[config.mk]
export PLATFORM = sky130hd
export DESIGN_NAME = ram_arbiter_flat
export DESIGN_NICKNAME = d
export VERILOG_FILES = /design/src/rtl/ram_arbiter_if.sv /design/src/rtl/ram_arbiter.sv /design/src/flat_wrapper.sv
export SDC_FILE = /design/constraint.sdc
export NUM_CORES = 1
export LEC_CHECK = 0
export ABC_AREA = 1
export BUFFER_PORTS_ARGS = -buffer_cell sky130_fd_sc_hd__buf_2
export CAP_MARGIN = 20
export CORE_MARGIN = 8
export CORE_UTILIZATION = 41
export DETAILED_ROUTE_END_ITERATION = 7
export HOLD_SLACK_MARGIN = 0.1
export MAX_ROUTING_LAYER = met4
export PLACE_DENSITY = 0.84
export RECOVER_POWER = 50
export SETUP_SLACK_MARGIN = 0.1
export SYNTH_ARGS = -nofsm -noshare
export SYNTH_HDL_FRONTEND = slang
export SYNTH_SLANG_ARGS = --single-unit
export TNS_END_PERCENT = 1
[constraint.sdc]
create_clock -name clk -period 1.57 [get_ports clk]
set_input_delay 0.0785 -clock clk [delete_from_list [all_inputs] [get_ports clk]]
set_output_delay 0.0785 -clock clk [all_outputs]
set_load 0.005 [all_outputs]
[src/rtl/ram_arbiter_if.sv]
// Requester-side command/response bundle for one port of the shared RAM arbiter.
// The requester is the master; the arbiter is the slave.
interface ram_arbiter_if #(
    parameter int DATA_WIDTH    = 8,
    parameter int ADDRESS_WIDTH = 8
);
    logic                     valid;
    logic                     we;
    logic [ADDRESS_WIDTH-1:0] addr;
    logic [DATA_WIDTH-1:0]    wdata;
    logic                     ready;
    logic                     rvalid;
    logic [DATA_WIDTH-1:0]    rdata;

    modport master (
        output valid, we, addr, wdata,
        input  ready, rvalid, rdata
    );

    modport slave (
        input  valid, we, addr, wdata,
        output ready, rvalid, rdata
    );
endinterface

[src/rtl/ram_arbiter.sv]
// Round-robin arbiter sharing one single-port synchronous RAM between two requesters.
// One command per cycle; reads return a fixed two cycles after the command transfers.
module ram_arbiter #(
    parameter int DATA_WIDTH    = 8,
    parameter int ADDRESS_WIDTH = 8
) (
    input  logic                     clk,
    input  logic                     resetn,
    ram_arbiter_if.slave             port_a,
    ram_arbiter_if.slave             port_b,
    output logic                     ram_wEn,
    output logic [ADDRESS_WIDTH-1:0] ram_addr,
    output logic [DATA_WIDTH-1:0]    ram_dataIn,
    input  logic [DATA_WIDTH-1:0]    ram_dataOut
);

    typedef enum logic {
        OWNER_A = 1'b0,
        OWNER_B = 1'b1
    } owner_t;

    owner_t                   last_grant;
    owner_t                   s1_owner;
    owner_t                   s2_owner;
    logic                     s1_pending;
    logic                     s2_pending;

    logic                     grant_a;
    logic                     grant_b;
    logic                     xfer;
    owner_t                   sel_owner;
    logic                     sel_we;
    logic [ADDRESS_WIDTH-1:0] sel_addr;
    logic [DATA_WIDTH-1:0]    sel_wdata;

    // Readies are gated by resetn so nothing can transfer while reset is held.
    always_comb begin
        grant_a   = resetn && port_a.valid && (!port_b.valid || last_grant == OWNER_B);
        grant_b   = resetn && port_b.valid && (!port_a.valid || last_grant == OWNER_A);
        xfer      = grant_a || grant_b;
        sel_owner = grant_b ? OWNER_B : OWNER_A;
        sel_we    = grant_b ? port_b.we    : port_a.we;
        sel_addr  = grant_b ? port_b.addr  : port_a.addr;
        sel_wdata = grant_b ? port_b.wdata : port_a.wdata;
    end

    assign port_a.ready = grant_a;
    assign port_b.ready = grant_b;

    always_ff @(posedge clk or negedge resetn) begin
        if (!resetn) begin
            last_grant <= OWNER_B;
            ram_wEn    <= 1'b0;
            ram_addr   <= '0;
            ram_dataIn <= '0;
            s1_pending <= 1'b0;
            s1_owner   <= OWNER_A;
            s2_pending <= 1'b0;
            s2_owner   <= OWNER_A;
        end else begin
            ram_wEn <= xfer && sel_we;
            if (xfer) begin
                last_grant <= sel_owner;
                ram_addr   <= sel_addr;
                ram_dataIn <= sel_wdata;
            end
            // Stage 2 lines up with the RAM's registered read data.
            s1_pending <= xfer && !sel_we;
            s1_owner   <= sel_owner;
            s2_pending <= s1_pending;
            s2_owner   <= s1_owner;
        end
    end

    assign port_a.rvalid = s2_pending && (s2_owner == OWNER_A);
    assign port_b.rvalid = s2_pending && (s2_owner == OWNER_B);
    assign port_a.rdata  = ram_dataOut;
    assign port_b.rdata  = ram_dataOut;

endmodule
[src/flat_wrapper.sv]
// flat-port wrapper written by rule: the top's interface ports become plain ports
module ram_arbiter_flat 
#(
    parameter int DATA_WIDTH    = 8,
    parameter int ADDRESS_WIDTH = 8
)
  (clk, resetn, ram_wEn, ram_addr, ram_dataIn, ram_dataOut, port_a_valid, port_a_we, port_a_addr, port_a_wdata, port_a_ready, port_a_rvalid, port_a_rdata, port_b_valid, port_b_we, port_b_addr, port_b_wdata, port_b_ready, port_b_rvalid, port_b_rdata);
  ram_arbiter_if #(.DATA_WIDTH(DATA_WIDTH), .ADDRESS_WIDTH(ADDRESS_WIDTH)) port_a_i ();
  ram_arbiter_if #(.DATA_WIDTH(DATA_WIDTH), .ADDRESS_WIDTH(ADDRESS_WIDTH)) port_b_i ();
  input  logic clk;
  input  logic resetn;
  output logic ram_wEn;
  output logic [ADDRESS_WIDTH-1:0] ram_addr;
  output logic [DATA_WIDTH-1:0] ram_dataIn;
  input  logic [DATA_WIDTH-1:0] ram_dataOut;
  input wire logic [$bits(port_a_i.valid)-1:0] port_a_valid;
  input wire logic [$bits(port_a_i.we)-1:0] port_a_we;
  input wire logic [$bits(port_a_i.addr)-1:0] port_a_addr;
  input wire logic [$bits(port_a_i.wdata)-1:0] port_a_wdata;
  output wire logic [$bits(port_a_i.ready)-1:0] port_a_ready;
  output wire logic [$bits(port_a_i.rvalid)-1:0] port_a_rvalid;
  output wire logic [$bits(port_a_i.rdata)-1:0] port_a_rdata;
  input wire logic [$bits(port_b_i.valid)-1:0] port_b_valid;
  input wire logic [$bits(port_b_i.we)-1:0] port_b_we;
  input wire logic [$bits(port_b_i.addr)-1:0] port_b_addr;
  input wire logic [$bits(port_b_i.wdata)-1:0] port_b_wdata;
  output wire logic [$bits(port_b_i.ready)-1:0] port_b_ready;
  output wire logic [$bits(port_b_i.rvalid)-1:0] port_b_rvalid;
  output wire logic [$bits(port_b_i.rdata)-1:0] port_b_rdata;
  assign port_a_i.valid = port_a_valid;
  assign port_a_i.we = port_a_we;
  assign port_a_i.addr = port_a_addr;
  assign port_a_i.wdata = port_a_wdata;
  assign port_a_ready = port_a_i.ready;
  assign port_a_rvalid = port_a_i.rvalid;
  assign port_a_rdata = port_a_i.rdata;
  assign port_b_i.valid = port_b_valid;
  assign port_b_i.we = port_b_we;
  assign port_b_i.addr = port_b_addr;
  assign port_b_i.wdata = port_b_wdata;
  assign port_b_ready = port_b_i.ready;
  assign port_b_rvalid = port_b_i.rvalid;
  assign port_b_rdata = port_b_i.rdata;
  ram_arbiter #(.DATA_WIDTH(DATA_WIDTH), .ADDRESS_WIDTH(ADDRESS_WIDTH)) u_core (.clk(clk), .resetn(resetn), .port_a(port_a_i), .port_b(port_b_i), .ram_wEn(ram_wEn), .ram_addr(ram_addr), .ram_dataIn(ram_dataIn), .ram_dataOut(ram_dataOut));
endmodule
Word-level counts from Yosys, hierarchy flattened --
Cells that the tools add are included. W data, S select, Z words.
Storage, ports and cells: bits in registers 22, bits of input ports 46, output and inout port bits 37, logic and storage cells 28
Operators by class: muxes and demuxes 4, bitwise operators 2, reductions and logical operators 14
Operators by type and width (count):
- $mux W8 | 2
- $logic_and A1 B1 Y1 | 8
- $logic_not A1 Y1 | 3
- $logic_or A1 B1 Y1 | 3
- $mux W1 | 2
- $not A1 Y1 | 2

Logic depth before layout (Yosys ltp) --
Gate-level depths: netlist of the first run.
word-level depth 6, mapped depth 8

Worst setup path before layout of the first run --
Ideal clock, no wire load.
kind register to register, start reg u_core.last_grant, end reg u_core.ram_addr[1], data arrival time 1.008 ns, data required time 1.453 ns, slack 0.445 ns, cell stages (with the launch flop) 7, clock period less this slack 1.125 ns, path through dfstp_2 > nand2_2 > buf_2 > nand3_1 > nand2_1 > nand2_1 > nand2_1
Between the ends: longest elaborated chain between the ends 4, elaborated cells on any way between the ends 7, those cells by class mux (1); bitwise (1); reduce/logical (5)
Ends and longest elaborated chain:
- start: declaration | RTL line ram_arbiter.sv:22 | owner_t last_grant;
- start signal: assignment | RTL line ram_arbiter.sv:63 | last_grant <= sel_owner;
- $not A1 Y1 | RTL line ram_arbiter.sv:39 | grant_b = resetn && port_b.valid && (!port_a.valid || last_grant == OWNER_A);
- $logic_or A1 B1 Y1 | RTL line ram_arbiter.sv:39
- $logic_and A1 B1 Y1 | RTL line ram_arbiter.sv:39
- $mux W8 or $logic_or A1 B1 Y1 (tied branches) | RTL line ram_arbiter.sv:43, ram_arbiter.sv:40
- end signal: assignment | RTL line ram_arbiter.sv:64 | ram_addr <= sel_addr;
- end: declaration | RTL line ram_arbiter.sv:12 | output logic [ADDRESS_WIDTH-1:0] ram_addr,
Parallel ways exist; a longest one is shown, timed or not. A chain may end at the register's enable or synchronous reset.

Final worst setup path of the first run --
start reg u_core.last_grant, end out port_b_ready
Between the ends: longest elaborated chain between the ends 3
Ends and longest elaborated chain:
- $not A1 Y1 | RTL line ram_arbiter.sv:39
- $logic_or A1 B1 Y1 | RTL line ram_arbiter.sv:39
- $logic_and A1 B1 Y1 | RTL line ram_arbiter.sv:39
- end: declaration | RTL line flat_wrapper.sv:27 | output wire logic [$bits(port_b_i.ready)-1:0] port_b_ready;
No other way between the ends.

==> impl_metrics.toml, run 1 <==
[outcome]
status = "completed"

[yosys]
ys_seq_area_share_pct = 45.56
synth_top_family_by_area = "simple AND/OR/NAND/NOR gates"
syn_nets = 209
synth_cell_type_count = 16
syn-instance-count = 163
syn_area_mm2 = 0.001211
synth_xor_xnor_area_share_pct = 0
synth_warnings = 0
synth-seq-cells = 22
synth_fa_ha_area_share_pct = 0
synthMuxAreaShare_pct = 0
synth_compound_area_share_pct = 1.240
synth-simple-area-share_pct = 36.67
syn_area_per_cell_um2 = 7.430

[drt]
num_vias = 1258
wire_per_inst_um = 13.59
drt_iter0_markers = 32
antenna_left = 0
vias_per_cell = 4.677
wl_mm = 3.655
drt_pass1_iterations = 4
route.detailed.drc = 0

[floorplanning]
start_util_pct = 43.54
ios = 83
die_x_um = 70.35
core_mm2 = 0.002781
placementRows = 19
die_y_um = 70.35
die_area_mm2 = 0.004949

[setup_path]
cpLargestDelayFamily = "flip-flops"
required_ns = 1.49
crit_buf_inv = 2
reg2reg_to = "u_core.ram_dataIn[7]"
reg2reg_from = "u_core.last_grant"
cp-start-kind = "flop"
rr_worst_depth = 6
critPathSlowestCell = "dfstp_2"
cp_slowest_stage_delay_ns = 0.57
crit_path_max_fanout = 11
cp-end-kind = "primary output"
crit_chain = "nand2_4 -> nand2_8 -> inv_1 -> buf_2"
cp_data_arrival_time_ns = 1.32
critPathKind = "reg2out"
r2r_slack_ns = 0.35

[pwr]
pwr_density_cell_mw_per_mm2 = 756.6
p_total_mw = 1.322
vdd_drop_max_uv = 511.2
p_leak_nw = 1.031

[timing]
rsz0062_at_grt = "no"
hold_slack_ns = 0.1032
post-route-period-util_pct = 89.20
worst_slack_ns = 0.1696
worst_pin_slew_ns = 0.4067
period_needed_ns = 1.400
hold_viol = 0
finalSetupTns_ns = 0
clock_skew_ns = 0.002638
drv_slew = 0
setup-violations-final = 0
timing.fmax_mhz = 714.1
relSlewSlack_pct = 72.79

[global_routing]
track_usage_pct = 15.17
grt_pass1_vias = 1274
grt_overflow = 0
grt_max_degree = 19
antenna_found_initial = 0
grt_pass1_wl_mm = 6.037

[cells_and_area]
final_core_util_pct = 62.84
regArea_um2 = 551.8
layout_common_cells = "86 x nand2_1, 56 x buf_2, 31 x dlygate4sd3_1, 21 x dfrtp_1, 16 x nand3_1"
nets = 285
layout_commonest_cell = "nand2_1"
syn_to_final_growth_pct = 44.32
n_antenna_cell = 0
multi_input_area_um2 = 484.2
drive_gt1_share_pct = 29.41
design_area_mm2 = 0.001748
nFillCells = 241
layoutNonFillerInstCount = 269

[flow_run]
maxCapViolCount = 0

[hold_path]
hold_depth = 5
whs_endpoint = "u_core.ram_addr[0]"
min_from = "port_b_addr[0]"
worstHoldPathType = "in2reg"

[clock_tree]
clkTransAtPathRegs_ns = 0.12
cts.sinks = 22
h-tree-depth = 1
cts-root-buf = "clkbuf_4"
numCtsBuffers = 3
tritoncts = "built"
clockBufferDepth = 2
clk_latency_ns = 0.30

[placement]
placed_area_mm2 = 0.001391
pre_cts_slack_ns = 0.3034
dp_hpwl_mm = 2.237
portBuffers = 58
placedCellCount = 233
place.gp.congestion = 0.8011
kinds of logic after synthesis:
group / Yosys count
buffers and inverters: 29
and+or+nand+nor: 109
AOI/OAI and AO/OA: 3
DFF: 22
final cells by class:
class	count	area share, %
Inverter	7	1.646
Sequential cell	22	31.57
Clock buffer	4	1.503
Tap cell	31	2.219
Timing Repair Buffer	92	35.36
Multi-Input combinational cell	113	27.70
metal layers:
metal	GRT usage, %	up-vias	routed length (µm)
li1	-	634	-
met1	17.18	567	1456
met2	24.65	47	1872
met3	3.249	10	229
met4	7.589	0	97
met5	-	-	0
worst min-delay path, cell delays in order:
cell and delay [ns]:
buf_2 0.09, nand3_1 0.06, nand2_1 0.06, nand2_1 0.04
nand2_1 0.05
power by group:
| part | internal (mW) | switching (mW) | total, mW |
|---|---|---|---|
| Sequential | 0.641 | 0.0364 | 0.677 |
| Clock | 0.0988 | 0.162 | 0.261 |
| Combinational | 0.190 | 0.195 | 0.385 |
cell usage after synthesis:
master | instances | share of area, %
dfrtp_1 | 21 | 43
nand2_2 | 3 | 1.5
inv_1 | 5 | 1.5
nor2_1 | 3 | 0.93
inv_4 | 1 | 0.52
buf_4 | 17 | 11
buf_2 | 2 | 0.83
o21ai_0 | 1 | 0.41
nand2_1 | 86 | 27
o21ai_1 | 1 | 0.41
buf_6 | 3 | 2.8
nand2_4 | 1 | 0.93
a21oi_1 | 1 | 0.41
inv_2 | 1 | 0.31
nand3_1 | 16 | 6.6
dfstp_2 | 1 | 2.2
how the worst max path moves through the flow:
stage / startpoint / end / cells after the start
floorplan: u_core.last_grant / u_core.ram_addr[1] / 6
global placement: u_core.last_grant / u_core.s1_pending / 6
detailed placement: u_core.last_grant / u_core.s1_pending / 6
CTS: u_core.last_grant / port_b_ready / 4
global route: u_core.last_grant / port_b_ready / 4
finish: u_core.last_grant / port_b_ready / 4
flip-flops by register name, summed over array words and instances (netlist names):
name	cells
u_core.ram_dataIn	8
u_core.s1_pending	1
u_core.ram_addr	8
u_core.ram_wEn	1
u_core.last_grant	1
u_core.s2_owner	1
u_core.s2_pending	1
u_core.s1_owner	1
timing repair:
action	4_1_cts	5_1_grt
endpoints found under the hold margin	39	0
hold buffers	31	0
setup buffers	0	0
gates resized for setup	2	0
setup endpoints to repair	1	0
No activity file was read; power rests on OpenSTA's default activity.
==> run 2: changes to the inputs <==
--- a/config.mk
+++ b/config.mk
@@ -11,10 +11,9 @@
 export CORE_MARGIN = 8
 export CORE_UTILIZATION = 41
 export DETAILED_ROUTE_END_ITERATION = 7
-export HOLD_SLACK_MARGIN = 0.1
+export HOLD_SLACK_MARGIN = 0.12
 export MAX_ROUTING_LAYER = met4
 export PLACE_DENSITY = 0.84
-export RECOVER_POWER = 50
 export SETUP_SLACK_MARGIN = 0.1
 export SYNTH_ARGS = -nofsm -noshare
 export SYNTH_HDL_FRONTEND = slang
==> run 2 against run 1 <==
- sequential share of layout area decreased by 0.79 points
- highest routed layer unchanged
- global-route usage increased by 0.30 points
- clock power hardly changed
==> impl_metrics.toml, run 2 (synthesis results as in run 1) <==
[outcome]
status = "completed"

[setup_path]
r2r_slack_ns = 0.35
cpLargestDelayFamily = "flip-flops"
cp-start-kind = "flop"
reg2reg_to = "u_core.ram_dataIn[7]"
rr_worst_depth = 6
crit_path_max_fanout = 11
critPathKind = "reg2out"
cp_data_arrival_time_ns = 1.33
path_depth = 4
required_ns = 1.49
reg2reg_from = "u_core.last_grant"
crit_path_end = "port_b_ready"
critPathSlowestCell = "dfstp_2"
crit_chain = "nand2_4 -> nand2_8 -> inv_1 -> buf_2"
crit_buf_inv = 2
crit_start = "u_core.last_grant"
cp_slowest_stage_delay_ns = 0.57
cp-end-kind = "primary output"

[cells_and_area]
regArea_um2 = 551.8
design_area_mm2 = 0.001793
final_core_util_pct = 64.46
drive_gt1_share_pct = 29.75
multi_input_area_um2 = 484.2
nFillCells = 227
layoutNonFillerInstCount = 273
syn_to_final_growth_pct = 48.04
layout_common_cells = "86 x nand2_1, 58 x buf_2, 35 x dlygate4sd3_1, 21 x dfrtp_1, 16 x nand3_1"
reg_top3 = "u_core.ram_addr: 8 flops, u_core.ram_dataIn: 8 flops"
n_antenna_cell = 0
nets = 289
layout_commonest_cell = "nand2_1"

[timing]
worst_slack_ns = 0.1647
finalSetupTns_ns = 0
post-route-period-util_pct = 89.51
hold_slack_ns = 0.1570
setup-violations-final = 0
period_needed_ns = 1.405
timing.fmax_mhz = 711.6
worst_pin_slew_ns = 0.3961
rsz0062_at_grt = "no"
clock_skew_ns = 0.001646
hold_viol = 0
relSlewSlack_pct = 73.51
drv_slew = 0

[clock_tree]
cts.sinks = 22
clockBufferDepth = 2
cts-root-buf = "clkbuf_4"
clkTransAtPathRegs_ns = 0.12
tritoncts = "built"
clk_latency_ns = 0.30
h-tree-depth = 1
numCtsBuffers = 3

[drt]
wl_mm = 3.699
drt_iter0_markers = 32
route.detailed.drc = 0
vias_per_cell = 4.626
wire_per_inst_um = 13.55
drt_pass1_iterations = 4
antenna_left = 0
num_vias = 1263

[placement]
placed_area_mm2 = 0.001391
placedCellCount = 233
portBuffers = 58
pre_cts_slack_ns = 0.3034
dp_hpwl_mm = 2.237
place.gp.congestion = 0.8011

[global_routing]
track_usage_pct = 15.47
grt_pass1_wl_mm = 6.147
grt_pass1_vias = 1307
grt_max_degree = 19
antenna_found_initial = 0
grt_overflow = 0

[floorplanning]
start_util_pct = 43.54
die_y_um = 70.35
placementRows = 19
ios = 83
die_x_um = 70.35
die_area_mm2 = 0.004949
core_mm2 = 0.002781

[pwr]
p_leak_nw = 1.054
vdd_drop_max_uv = 509.8
pwr_density_cell_mw_per_mm2 = 743.8
p_total_mw = 1.334

[flow_run]
maxCapViolCount = 0

[hold_path]
worstHoldPathType = "in2out"
-- run 2: cell count changes in the layout (fill, tap and decap cells not counted) --
cell and delta:
dlygate4sd3_1 +4, buf_2 +2, clkbuf_1 -2, buf_4 +1, clkbuf_2 -1
-- run 2: worst min path at each step --
stage / start / endpoint / cells past startpoint
after detailed placement: resetn / u_core.ram_dataIn[4] / 1
after global placement: resetn / u_core.ram_dataIn[4] / 1
after CTS: ram_dataOut[0] / port_a_rdata[0] / 0
after global routing: ram_dataOut[4] / port_b_rdata[4] / 0
after floorplan: resetn / u_core.ram_addr[0] / 0
final: ram_dataOut[6] / port_a_rdata[6] / 0
-- run 2: repair_timing --
item	CTS	global route
hold endpoints to repair	39	0
endpoints found under the setup margin	1	0
resized for setup	2	0
setup buffers	0	0
hold buffers	35	0
-- run 2: final cells by class --
class | instances | area share, %
Timing Repair Buffer | 96 | 36.99
Inverter | 7 | 1.605
Clock buffer | 4 | 1.465
Tap cell | 31 | 2.163
Multi-Input combinational cell | 113 | 27.01
Sequential cell | 22 | 30.77
-- run 2: report_power, final --
part / switching, mW / leakage [nW] / internal [mW]
combinational: 0.197 / 0.766 / 0.198
clock: 0.163 / 0.0150 / 0.0988
sequential: 0.0364 / 0.273 / 0.641
total: 0.396 / 1.05 / 0.938
-- run 2: layer usage --
| layer | track usage, % | wire length, µm | up-vias |
|---|---|---|---|
| li1 | - | - | 641 |
| met5 | - | 0 | - |
| met1 | 17.03 | 1457 | 559 |
| met4 | 7.813 | 128 | 0 |
| met2 | 25.65 | 1874 | 51 |
| met3 | 3.390 | 238 | 12 |
